<file path="src/rtl/pwm_cfg_pkg.sv">
// Shared definitions for the PWM update scheduler: register map, channel count
// and the configuration payload carried by the shadow and active register sets.
package pwm_cfg_pkg;

  localparam int unsigned NUM_CH = 16;
  localparam int unsigned ADDR_W = 7;
  localparam int unsigned DATA_W = 8;
  localparam int unsigned CNT_W  = 8;

  localparam logic [ADDR_W-1:0] ADDR_EN_OUT_LO = 7'h00;
  localparam logic [ADDR_W-1:0] ADDR_EN_OUT_HI = 7'h01;
  localparam logic [ADDR_W-1:0] ADDR_EN_PWM_LO = 7'h02;
  localparam logic [ADDR_W-1:0] ADDR_EN_PWM_HI = 7'h03;
  localparam logic [ADDR_W-1:0] ADDR_DUTY      = 7'h04;
  localparam logic [ADDR_W-1:0] ADDR_CTRL      = 7'h05;
  localparam logic [ADDR_W-1:0] ADDR_MAX       = ADDR_CTRL;

  localparam int unsigned CTRL_SYNC_EN_BIT = 0;

  typedef struct packed {
    logic [NUM_CH-1:0] en_out;
    logic [NUM_CH-1:0] en_pwm;
    logic [CNT_W-1:0]  duty;
  } pwm_cfg_t;

  // Returns cfg with the byte selected by addr replaced; non-config addresses leave it unchanged.
  function automatic pwm_cfg_t cfg_write(pwm_cfg_t cfg, logic [ADDR_W-1:0] addr,
                                         logic [DATA_W-1:0] data);
    pwm_cfg_t r;
    r = cfg;
    case (addr)
      ADDR_EN_OUT_LO: r.en_out[7:0]  = data;
      ADDR_EN_OUT_HI: r.en_out[15:8] = data;
      ADDR_EN_PWM_LO: r.en_pwm[7:0]  = data;
      ADDR_EN_PWM_HI: r.en_pwm[15:8] = data;
      ADDR_DUTY:      r.duty         = data;
      default:        r = cfg;
    endcase
    return r;
  endfunction

endpackage

</file>
<file path="src/rtl/pwm_period_timer.sv">
// Prescaler plus 8-bit PWM period counter; flags the last step of each period
// and pulses period_start on the first clock of the next one.
module pwm_period_timer
  import pwm_cfg_pkg::*;
#(
  parameter int unsigned PRESCALE = 13
) (
  input  logic             clk,
  input  logic             rst,
  output logic [CNT_W-1:0] pwm_cnt,
  output logic             boundary_c,
  output logic             period_start
);

  localparam int unsigned     PSC_W    = (PRESCALE > 1) ? $clog2(PRESCALE) : 1;
  localparam logic [PSC_W-1:0] PSC_LAST = PSC_W'(PRESCALE - 1);

  logic [PSC_W-1:0] psc;
  logic             tick_c;

  assign tick_c     = (psc == PSC_LAST);
  assign boundary_c = tick_c && (pwm_cnt == '1);

  always_ff @(posedge clk) begin
    if (rst) begin
      psc          <= '0;
      pwm_cnt      <= '0;
      period_start <= 1'b0;
    end else begin
      psc          <= tick_c ? '0 : psc + 1'b1;
      if (tick_c) pwm_cnt <= pwm_cnt + 1'b1;
      period_start <= boundary_c;
    end
  end

endmodule

</file>
<file path="src/rtl/pwm_update_scheduler.sv">
// Shadow/active configuration registers with period-aligned atomic commit,
// and the registered PWM/enable pin mapping.
module pwm_update_scheduler
  import pwm_cfg_pkg::*;
#(
  parameter int unsigned PRESCALE = 13
) (
  input  logic              clk,
  input  logic              rst,
  input  logic              wr_valid,
  input  logic [ADDR_W-1:0] wr_addr,
  input  logic [DATA_W-1:0] wr_data,
  output logic              wr_err,
  output logic [NUM_CH-1:0] en_out_act,
  output logic [NUM_CH-1:0] en_pwm_act,
  output logic [CNT_W-1:0]  duty_act,
  output logic [CNT_W-1:0]  pwm_cnt,
  output logic              period_start,
  output logic              commit_done,
  output logic              pending,
  output logic [NUM_CH-1:0] pins
);

  pwm_cfg_t          cfg_sh, cfg_act, cfg_sh_nxt, cfg_act_nxt;
  logic              sync_en, pending_nxt;
  logic              wr_cfg_c, wr_ctrl_c, wr_bad_c, commit_c, boundary_c, level_c;
  logic [NUM_CH-1:0] pins_nxt;

  pwm_period_timer #(.PRESCALE(PRESCALE)) u_timer (
    .clk          (clk),
    .rst          (rst),
    .pwm_cnt      (pwm_cnt),
    .boundary_c   (boundary_c),
    .period_start (period_start)
  );

  assign en_out_act = cfg_act.en_out;
  assign en_pwm_act = cfg_act.en_pwm;
  assign duty_act   = cfg_act.duty;

  // Commit takes the pre-write shadow; an unsynchronised write then lands on both sets.
  always_comb begin
    wr_cfg_c    = wr_valid && (wr_addr < ADDR_CTRL);
    wr_ctrl_c   = wr_valid && (wr_addr == ADDR_CTRL);
    wr_bad_c    = wr_valid && (wr_addr > ADDR_MAX);
    commit_c    = pending && (boundary_c || !sync_en);
    cfg_sh_nxt  = wr_cfg_c ? cfg_write(cfg_sh, wr_addr, wr_data) : cfg_sh;
    cfg_act_nxt = commit_c ? cfg_sh : cfg_act;
    if (wr_cfg_c && !sync_en) cfg_act_nxt = cfg_write(cfg_act_nxt, wr_addr, wr_data);
    pending_nxt = pending;
    if (commit_c) pending_nxt = 1'b0;
    if (wr_cfg_c && sync_en) pending_nxt = 1'b1;
    level_c     = (cfg_act.duty == '1) || (pwm_cnt < cfg_act.duty);
    pins_nxt    = cfg_act.en_out & (~cfg_act.en_pwm | {NUM_CH{level_c}});
  end

  always_ff @(posedge clk) begin
    if (rst) begin
      cfg_sh      <= '0;
      cfg_act     <= '0;
      sync_en     <= 1'b1;
      pending     <= 1'b0;
      wr_err      <= 1'b0;
      commit_done <= 1'b0;
      pins        <= '0;
    end else begin
      cfg_sh      <= cfg_sh_nxt;
      cfg_act     <= cfg_act_nxt;
      pending     <= pending_nxt;
      wr_err      <= wr_bad_c;
      commit_done <= commit_c;
      pins        <= pins_nxt;
      if (wr_ctrl_c) sync_en <= wr_data[CTRL_SYNC_EN_BIT];
    end
  end

endmodule

</file>
<file path="config.mk">
export PLATFORM = sky130hd
export DESIGN_NAME = pwm_update_scheduler
export DESIGN_NICKNAME = d
export VERILOG_FILES = /design/src/rtl/pwm_cfg_pkg.sv /design/src/rtl/pwm_period_timer.sv /design/src/rtl/pwm_update_scheduler.sv
export SDC_FILE = /design/constraint.sdc
export NUM_CORES = 1
export LEC_CHECK = 0
export CAP_MARGIN = 40
export CORE_MARGIN = 10
export CORE_UTILIZATION = 35
export DETAILED_ROUTE_END_ITERATION = 6
export DONT_BUFFER_PORTS = 1
export PLACE_DENSITY_LB_ADDON = 0.08
export REMOVE_ABC_BUFFERS = 1
export SYNTH_ARGS = -nofsm -noshare
export SYNTH_HDL_FRONTEND = slang
export SYNTH_HIERARCHICAL = 1
export SYNTH_SLANG_ARGS = --single-unit
</file>
<file path="constraint.sdc">
create_clock -name clk -period 5.1 [get_ports clk]
set_input_delay 1.02 -clock clk [delete_from_list [all_inputs] [get_ports clk]]
set_output_delay 1.02 -clock clk [all_outputs]
set_load 0.02 [all_outputs]
</file>
==> results of run 1 <==
[cell usage in the layout, fill, tap and decap left out, drive strengths merged]
| master | Yosys | layout |
|---|---|---|
| a21oi | 34 | 34 |
| bufinv | 0 | 2 |
| o22ai | 1 | 1 |
| nor2b | 4 | 4 |
| nor2 | 80 | 80 |
| dfxtp | 113 | 113 |
| and2 | 1 | 1 |
| or2 | 1 | 1 |
| buf | 18 | 5 |
| a2111oi | 1 | 1 |
| a211oi | 1 | 1 |
| nand2b | 19 | 19 |
| clkbuf | 23 | 24 |
| nand4b | 3 | 3 |
| and2b | 1 | 1 |
| o32ai | 1 | 1 |
| a21boi | 1 | 1 |
| a211o | 1 | 1 |
| mux2i | 35 | 35 |
| xnor2 | 1 | 1 |
| o21ai | 3 | 3 |
| xor2 | 1 | 1 |
| or4 | 4 | 4 |
| o21a | 2 | 2 |
| a311oi | 39 | 39 |
| or3 | 1 | 1 |
| inv | 15 | 15 |
| o31ai | 3 | 3 |
| nand2 | 99 | 99 |
| nor4 | 2 | 2 |
| ha | 10 | 10 |
| nand3 | 6 | 6 |
| mux2 | 1 | 1 |
| nor3 | 3 | 3 |
| and3 | 2 | 2 |
| a32oi | 1 | 1 |
| clkinv | 0 | 3 |
| and4 | 1 | 1 |
| nor3b | 2 | 2 |
| nand4 | 10 | 10 |
[final cells by class]
type	count	area, um2
Tap cell	180	225.2
Inverter	15	56.30
Clock buffer	24	521.8
Timing Repair Buffer	5	41.29
Clock inverter	5	75.07
Fill cell	1391	8497
Multi-Input combinational cell	375	2364
Sequential cell	113	2262
[logic make-up (layout without fill, tap and decap cells)]
| family | Yosys count | in the layout | share of synthesized area (%) |
|---|---|---|---|
| buffers and inverters | 57 | 49 | 9.050 |
| AND/OR/NAND/NOR | 239 | 239 | 22.89 |
| flip-flops | 113 | 113 | 44.59 |
| AO/OA/AOI/OAI | 88 | 88 | 13.54 |
| multiplexers | 36 | 36 | 7.127 |
| adder cells (fa/ha/maj) | 10 | 10 | 2.466 |
| XOR/XNOR | 2 | 2 | 0.3453 |
[layer usage]
metal,vias up,share of wire (%),wire (um),track usage (%)
met1,1749,47,6158,16.92
li1,1848,-,-,-
met2,85,44,5819,19.06
met4,0,1.5,191,5.272
met5,-,0,0,0
met3,14,7.4,968,5.680
[power by group through the flow]
stage	clock network, uW	logic (uW)	registers, uW
final	1190	20.8	891
after CTS	1220	20.9	891
after floorplan	0	18.2	909
after detailed placement	0	20.8	909
after global placement	0	20.0	909
after global routing	1260	23.5	891
[how the worst max path moves through the flow]
| stage | from | end | depth (start not counted) |
|---|---|---|---|
| 2_1_floorplan | u_timer/psc[0] | en_pwm_act[10] | 8 |
| 3_3_place_gp | wr_addr[5] | en_pwm_act[15] | 4 |
| 3_5_place_dp | u_timer/pwm_cnt[0] | en_out_act[10] | 8 |
| 4_1_cts | u_timer/pwm_cnt[0] | en_out_act[10] | 8 |
| 5_1_grt | u_timer/pwm_cnt[1] | en_out_act[1] | 8 |
| 6_report | u_timer/pwm_cnt[0] | en_out_act[13] | 8 |
[registers in the layout, summed over array words and instances, names as in the netlist, 4 cells and up]
register,flops
u_timer/psc,4
u_timer/pwm_cnt,8
pins,16
en_pwm_act,16
en_out_act,16
cfg_sh,40
duty_act,8
[through the flow]
stage | utilization [%] | total power [uW] | std cells | setup WS (ns) | hold WS (ns)
2_1_floorplan | - | 926.8 | 503 | 1.875 | 0.4305
3_3_place_gp | 35.11 | 929.3 | 686 | 1.819 | 0.4396
3_5_place_dp | 35.24 | 930.2 | 688 | 2.245 | 0.4417
4_1_cts | 39.49 | 2129 | 717 | 2.229 | 0.4495
5_1_grt | 39.49 | 2171 | 717 | 2.025 | 0.4684
6_report | 39.49 | 2101 | 717 | 2.272 | 0.4523
[worst min-delay path, cell delays in order, from the launching register on]
cell,delay (ns)
dfxtp_1,0.30
nand2_1,0.05
a21oi_1,0.05
==> flow_metrics.env, run 1 <==
export IMPL_critPathBufInv=3
export IMPL_slew_viol_final=0
export IMPL_ys_ff_latch=113
export IMPL_drive_gt1_share_pct=11.73
export IMPL_drt_iter0_drc=242
export IMPL_row_count=43
export IMPL_detail_route_antenna_nets=0
export IMPL_die_w_um=140.4
export IMPL_drc=0
export IMPL_hp_class="reg2reg"
export IMPL_max_freq_ghz=0.3536
export IMPL_synth_area_um2=5074
export IMPL_synth_edff_count=0
export IMPL_htreeDepth=4
export IMPL_rsz0062_at_grt="false"
export IMPL_crit_path_frequent_cell="inv_1"
export IMPL_worstSkewPairLatency_ns=0.42
export IMPL_start_kind="flop"
export IMPL_grt_pass1_wl_um=20730
export IMPL_p_switching_uw=403.9
export IMPL_post_synth_top_area_cell="dfxtp_1"
export IMPL_synth_most_common_cell="dfxtp_1"
export IMPL_required_ns=5.42
export IMPL_ctsHoldBuffers=0
export IMPL_r2r_start="u_timer/pwm_cnt[0]"
export IMPL_grtUsageTotal_pct=13.24
export IMPL_place_gp_congestion=0.7710
export IMPL_syn_inst=545
export IMPL_post_route_period_util_pct=55.45
export IMPL_intPower_uw=1697
export IMPL_yosys_warnings=6
export IMPL_via_count=3696
export IMPL_ctsResizeCount=0
export IMPL_worst_ir_drop_vdd_uv=242.2
export IMPL_via_per_inst=5.155
export IMPL_fp_dieH_um=140.4
export IMPL_synth_distinct_cells=52
export IMPL_switching_share_pct=19.23
export IMPL_io_buffers=0
export IMPL_p_leak_uw=0.002124
export IMPL_synth_top_flop_cell="dfxtp_1"
export IMPL_worstSetupEndpointType="flop"
export IMPL_yosys_top_cells_area="dfxtp_1, nand2_1, mux2i_1, nor2_1, a311oi_1"
export IMPL_antenna_cells=0
export IMPL_cp_top_family="simple AND/OR/NAND/NOR gates"
export IMPL_seq_area_frac_synth_pct=44.59
export IMPL_grt_overflow_total=0
export IMPL_path_max_fanout=39
export IMPL_dr_pass1_iters=4
export IMPL_clockBufferDepth=2
export IMPL_drv_cap=0
export IMPL_hold_path_endpoint="cfg_sh[0]"
export IMPL_postLayoutCellArea_um2=5545
export IMPL_synth_top_area_share_pct=44.59
export IMPL_avgSynthCellArea_um2=9.309
export IMPL_r2r_slack_ns=2.27
export IMPL_path_cells="ha_1, inv_1, nor4_1, inv_1, a21boi_2, buf_4, nand2_1, a311oi_1"
export IMPL_combPwrFrac_pct=1.0
export IMPL_start_util_pct=36.13
export IMPL_async_reset_ff_share_pct=0
export IMPL_powerDensity_nw_per_um2=378.9
export IMPL_postPlaceCellArea_um2=4949
export IMPL_core_um2=14040
export IMPL_path_clk_slew_ns=0.05
export IMPL_r2r_end="en_out_act[13]"
export IMPL_grt_pass1_vias=3500
export IMPL_setup_viol=0
export IMPL_grt_max_degree=115
export IMPL_synth_commonest_cells="dfxtp_1, nand2_1, nor2_1"
export IMPL_crit_slowest_cell="nor4_1"
export IMPL_antenna_found_initial=0
export IMPL_status="finished clean"
export IMPL_min_delay_path_depth=2
export IMPL_drt_total_wl_um=13140
export IMPL_area_growth_pct=9.297
export IMPL_cts_buffers=17
export IMPL_timing_slew_headroom_pct=50.68
export IMPL_die_area_um2=19710
export IMPL_tightestPinTransition_ns=0.7376
export IMPL_hpwl_um=8414
export IMPL_final_setup_skew_ns=0.01481
export IMPL_pwr_share_clk_pct=56.6
export IMPL_seqPwrFrac_pct=42.4
export IMPL_layout_min_cycle_time_ns=2.828
export IMPL_critical_path_arrival_ns=3.14
export IMPL_post_drt_wl_per_cell_um=18.32
export IMPL_cts_tree="built"
export IMPL_clock_sinks=113
export IMPL_root_buffer="clkbuf_16"
export IMPL_fin_tns_setup_ns=0
export IMPL_r2r_cells=8
export IMPL_finalNetCount=555
export IMPL_crit_type="reg2reg"
export IMPL_cts_setup_buffers=0
export IMPL_io_pins=86
export IMPL_min_from="cfg_sh[0]"
export IMPL_max_stage_delay_ns=0.65
export IMPL_final_hold_viol_count=0
(Power assumes the default switching activity.)
==> run 2, diff against run 1 <==
Clock period 5.1 ns to 2.7 ns, I/O delays scaled along.
==> run 2 against run 1 <==
Sequential power up 89%; critical path depth up 2; cell area up 1.9%; final cell count up 2.8%; critical path type unchanged; highest routed layer unchanged.
==> flow_metrics.env, run 2 (synthesis results as in run 1) <==
export IMPL_finalNetCount=572
export IMPL_path_depth=10
export IMPL_final_hold_viol_count=0
export IMPL_tightestPinTransition_ns=0.4475
export IMPL_drv_cap=0
export IMPL_antenna_cells=0
export IMPL_grt_pass1_vias=3709
export IMPL_drt_total_wl_um=13570
export IMPL_clock_sinks=113
export IMPL_dr_pass1_iters=4
export IMPL_largest_reg_flops=40
export IMPL_grt_overflow_total=0
export IMPL_cts_setup_buffers=0
export IMPL_drive_gt1_share_pct=14.00
export IMPL_placed_cells=705
export IMPL_timing_slew_headroom_pct=70.06
export IMPL_layout_min_cycle_time_ns=2.319
export IMPL_grt_max_degree=115
export IMPL_nFillCells=1392
export IMPL_io_buffers=0
export IMPL_powerDensity_nw_per_um2=681.4
export IMPL_min_delay_path_depth=1
export IMPL_worstSkewPairLatency_ns=0.41
export IMPL_die_area_um2=19710
export IMPL_intPower_uw=3078
export IMPL_ctsResizeCount=0
export IMPL_max_stage_delay_ns=0.33
export IMPL_place_gp_congestion=0.7680
export IMPL_final_setup_skew_ns=0.004234
export IMPL_seq_area_um2=2262
export IMPL_grtUsageTotal_pct=13.79
export IMPL_multiInputGateArea_um2=2364
export IMPL_die_w_um=140.4
export IMPL_via_per_inst=5.147
export IMPL_mostFrequentLayoutCell="dfxtp_1"
export IMPL_r2r_slack_ns=0.38
export IMPL_post_drt_wl_per_cell_um=18.42
export IMPL_via_count=3793
export IMPL_path_clk_slew_ns=0.05
export IMPL_combPwrFrac_pct=1.0
export IMPL_detail_route_antenna_nets=0
export IMPL_worstSetupEndpointType="flop"
export IMPL_seqPwrFrac_pct=43.7
export IMPL_io_pins=86
export IMPL_slew_viol_final=0
export IMPL_critPathBufInv=4
export IMPL_rsz0062_at_grt="false"
export IMPL_crit_type="reg2reg"
export IMPL_antenna_found_initial=0
export IMPL_status="finished clean"
export IMPL_path_cells="inv_1, ha_1, nand4_4, nor4_1, buf_4, inv_1, a21boi_2, buf_12, nand2_1, a311oi_1"
export IMPL_row_count=43
export IMPL_start_util_pct=36.13
export IMPL_mostFrequentLayoutCells="dfxtp_1, nand2_1, nor2_1, mux2i_1, a21oi_1"
export IMPL_crit_slowest_cell="dfxtp_1"
export IMPL_area_growth_pct=11.32
export IMPL_pwr_share_clk_pct=55.2
export IMPL_p_switching_uw=770.5
export IMPL_fp_dieH_um=140.4
export IMPL_ctsHoldBuffers=0
export IMPL_critical_path_arrival_ns=2.63
export IMPL_root_buffer="clkbuf_16"
export IMPL_worst_ir_drop_vdd_uv=409.4
export IMPL_switching_share_pct=20.02
export IMPL_core_um2=14040
export IMPL_grt_pass1_wl_um=21450
export IMPL_total_power_uw=3848
export IMPL_path_max_fanout=39
export IMPL_clockBufferDepth=2
export IMPL_required_ns=3.01
export IMPL_crit_path_frequent_cell="inv_1"
export IMPL_post_route_period_util_pct=85.89
export IMPL_p_leak_uw=0.002194
export IMPL_top_register="cfg_sh"
export IMPL_drc=0
export IMPL_cts_tree="built"
export IMPL_r2r_cells=10
export IMPL_final_cells=737
export IMPL_htreeDepth=4
export IMPL_setup_viol=0
export IMPL_hp_class="in2reg"
export IMPL_max_freq_ghz=0.4312
export IMPL_start_kind="flop"
export IMPL_cp_top_family="buffers and inverters"
export IMPL_cts_buffers=17
export IMPL_drt_iter0_drc=208
export IMPL_hpwl_um=8669
[run 2: power by group through the flow]
| stage | clock, uW | combinational, uW | sequential, uW |
|---|---|---|---|
| 3_3_place_gp | 0 | 39.2 | 1720 |
| 2_1_floorplan | 0 | 34.3 | 1720 |
| 6_report | 2130 | 39.8 | 1680 |
| 5_1_grt | 2250 | 44.0 | 1680 |
| 4_1_cts | 2180 | 40.2 | 1680 |
| 3_5_place_dp | 0 | 39.9 | 1720 |
[run 2: worst paths after layout]
check | start | end
hold reg to reg | cfg_sh[4] | cfg_sh[4]
hold / removal | rst | en_out_act[0]
setup reg to reg | u_timer/psc[0] | en_out_act[10]
setup / recovery | u_timer/psc[0] | en_out_act[10]
[run 2: cell type report]
| cell class | instances | area share [%] |
|---|---|---|
| clock buffers | 27 | 9.083 |
| clock inverters | 5 | 0.8861 |
| inverters | 15 | 0.9969 |
| multi-input cells | 375 | 41.85 |
| flip-flops and latches | 113 | 40.05 |
| well taps | 180 | 3.988 |
| repair buffers | 22 | 3.146 |
[run 2: layer usage]
layer | up-vias | share of wire (%) | GRT usage, %
li1 | 1881 | - | -
met1 | 1799 | 47 | 17.71
met2 | 94 | 42 | 19.68
met3 | 19 | 8.5 | 5.747
met4 | 0 | 2.1 | 5.870
met5 | - | 0 | 0
[run 2: through the flow]
stage                     hold WS, ns  instance area (um2)  worst slack, ns  util, %  setup TNS (ns)
after global routing           0.1976                 5648           0.1345    40.22               0
after CTS                      0.1982                 5648           0.3701    40.22               0
after global placement         0.4384                 5077           0.4523    36.16               0
after detailed placement       0.4443                 5085           0.4102    36.21               0
final                          0.2179                 5648           0.3810    40.22               0
after floorplan                0.4305                 4671          -0.5251        -          -18.81
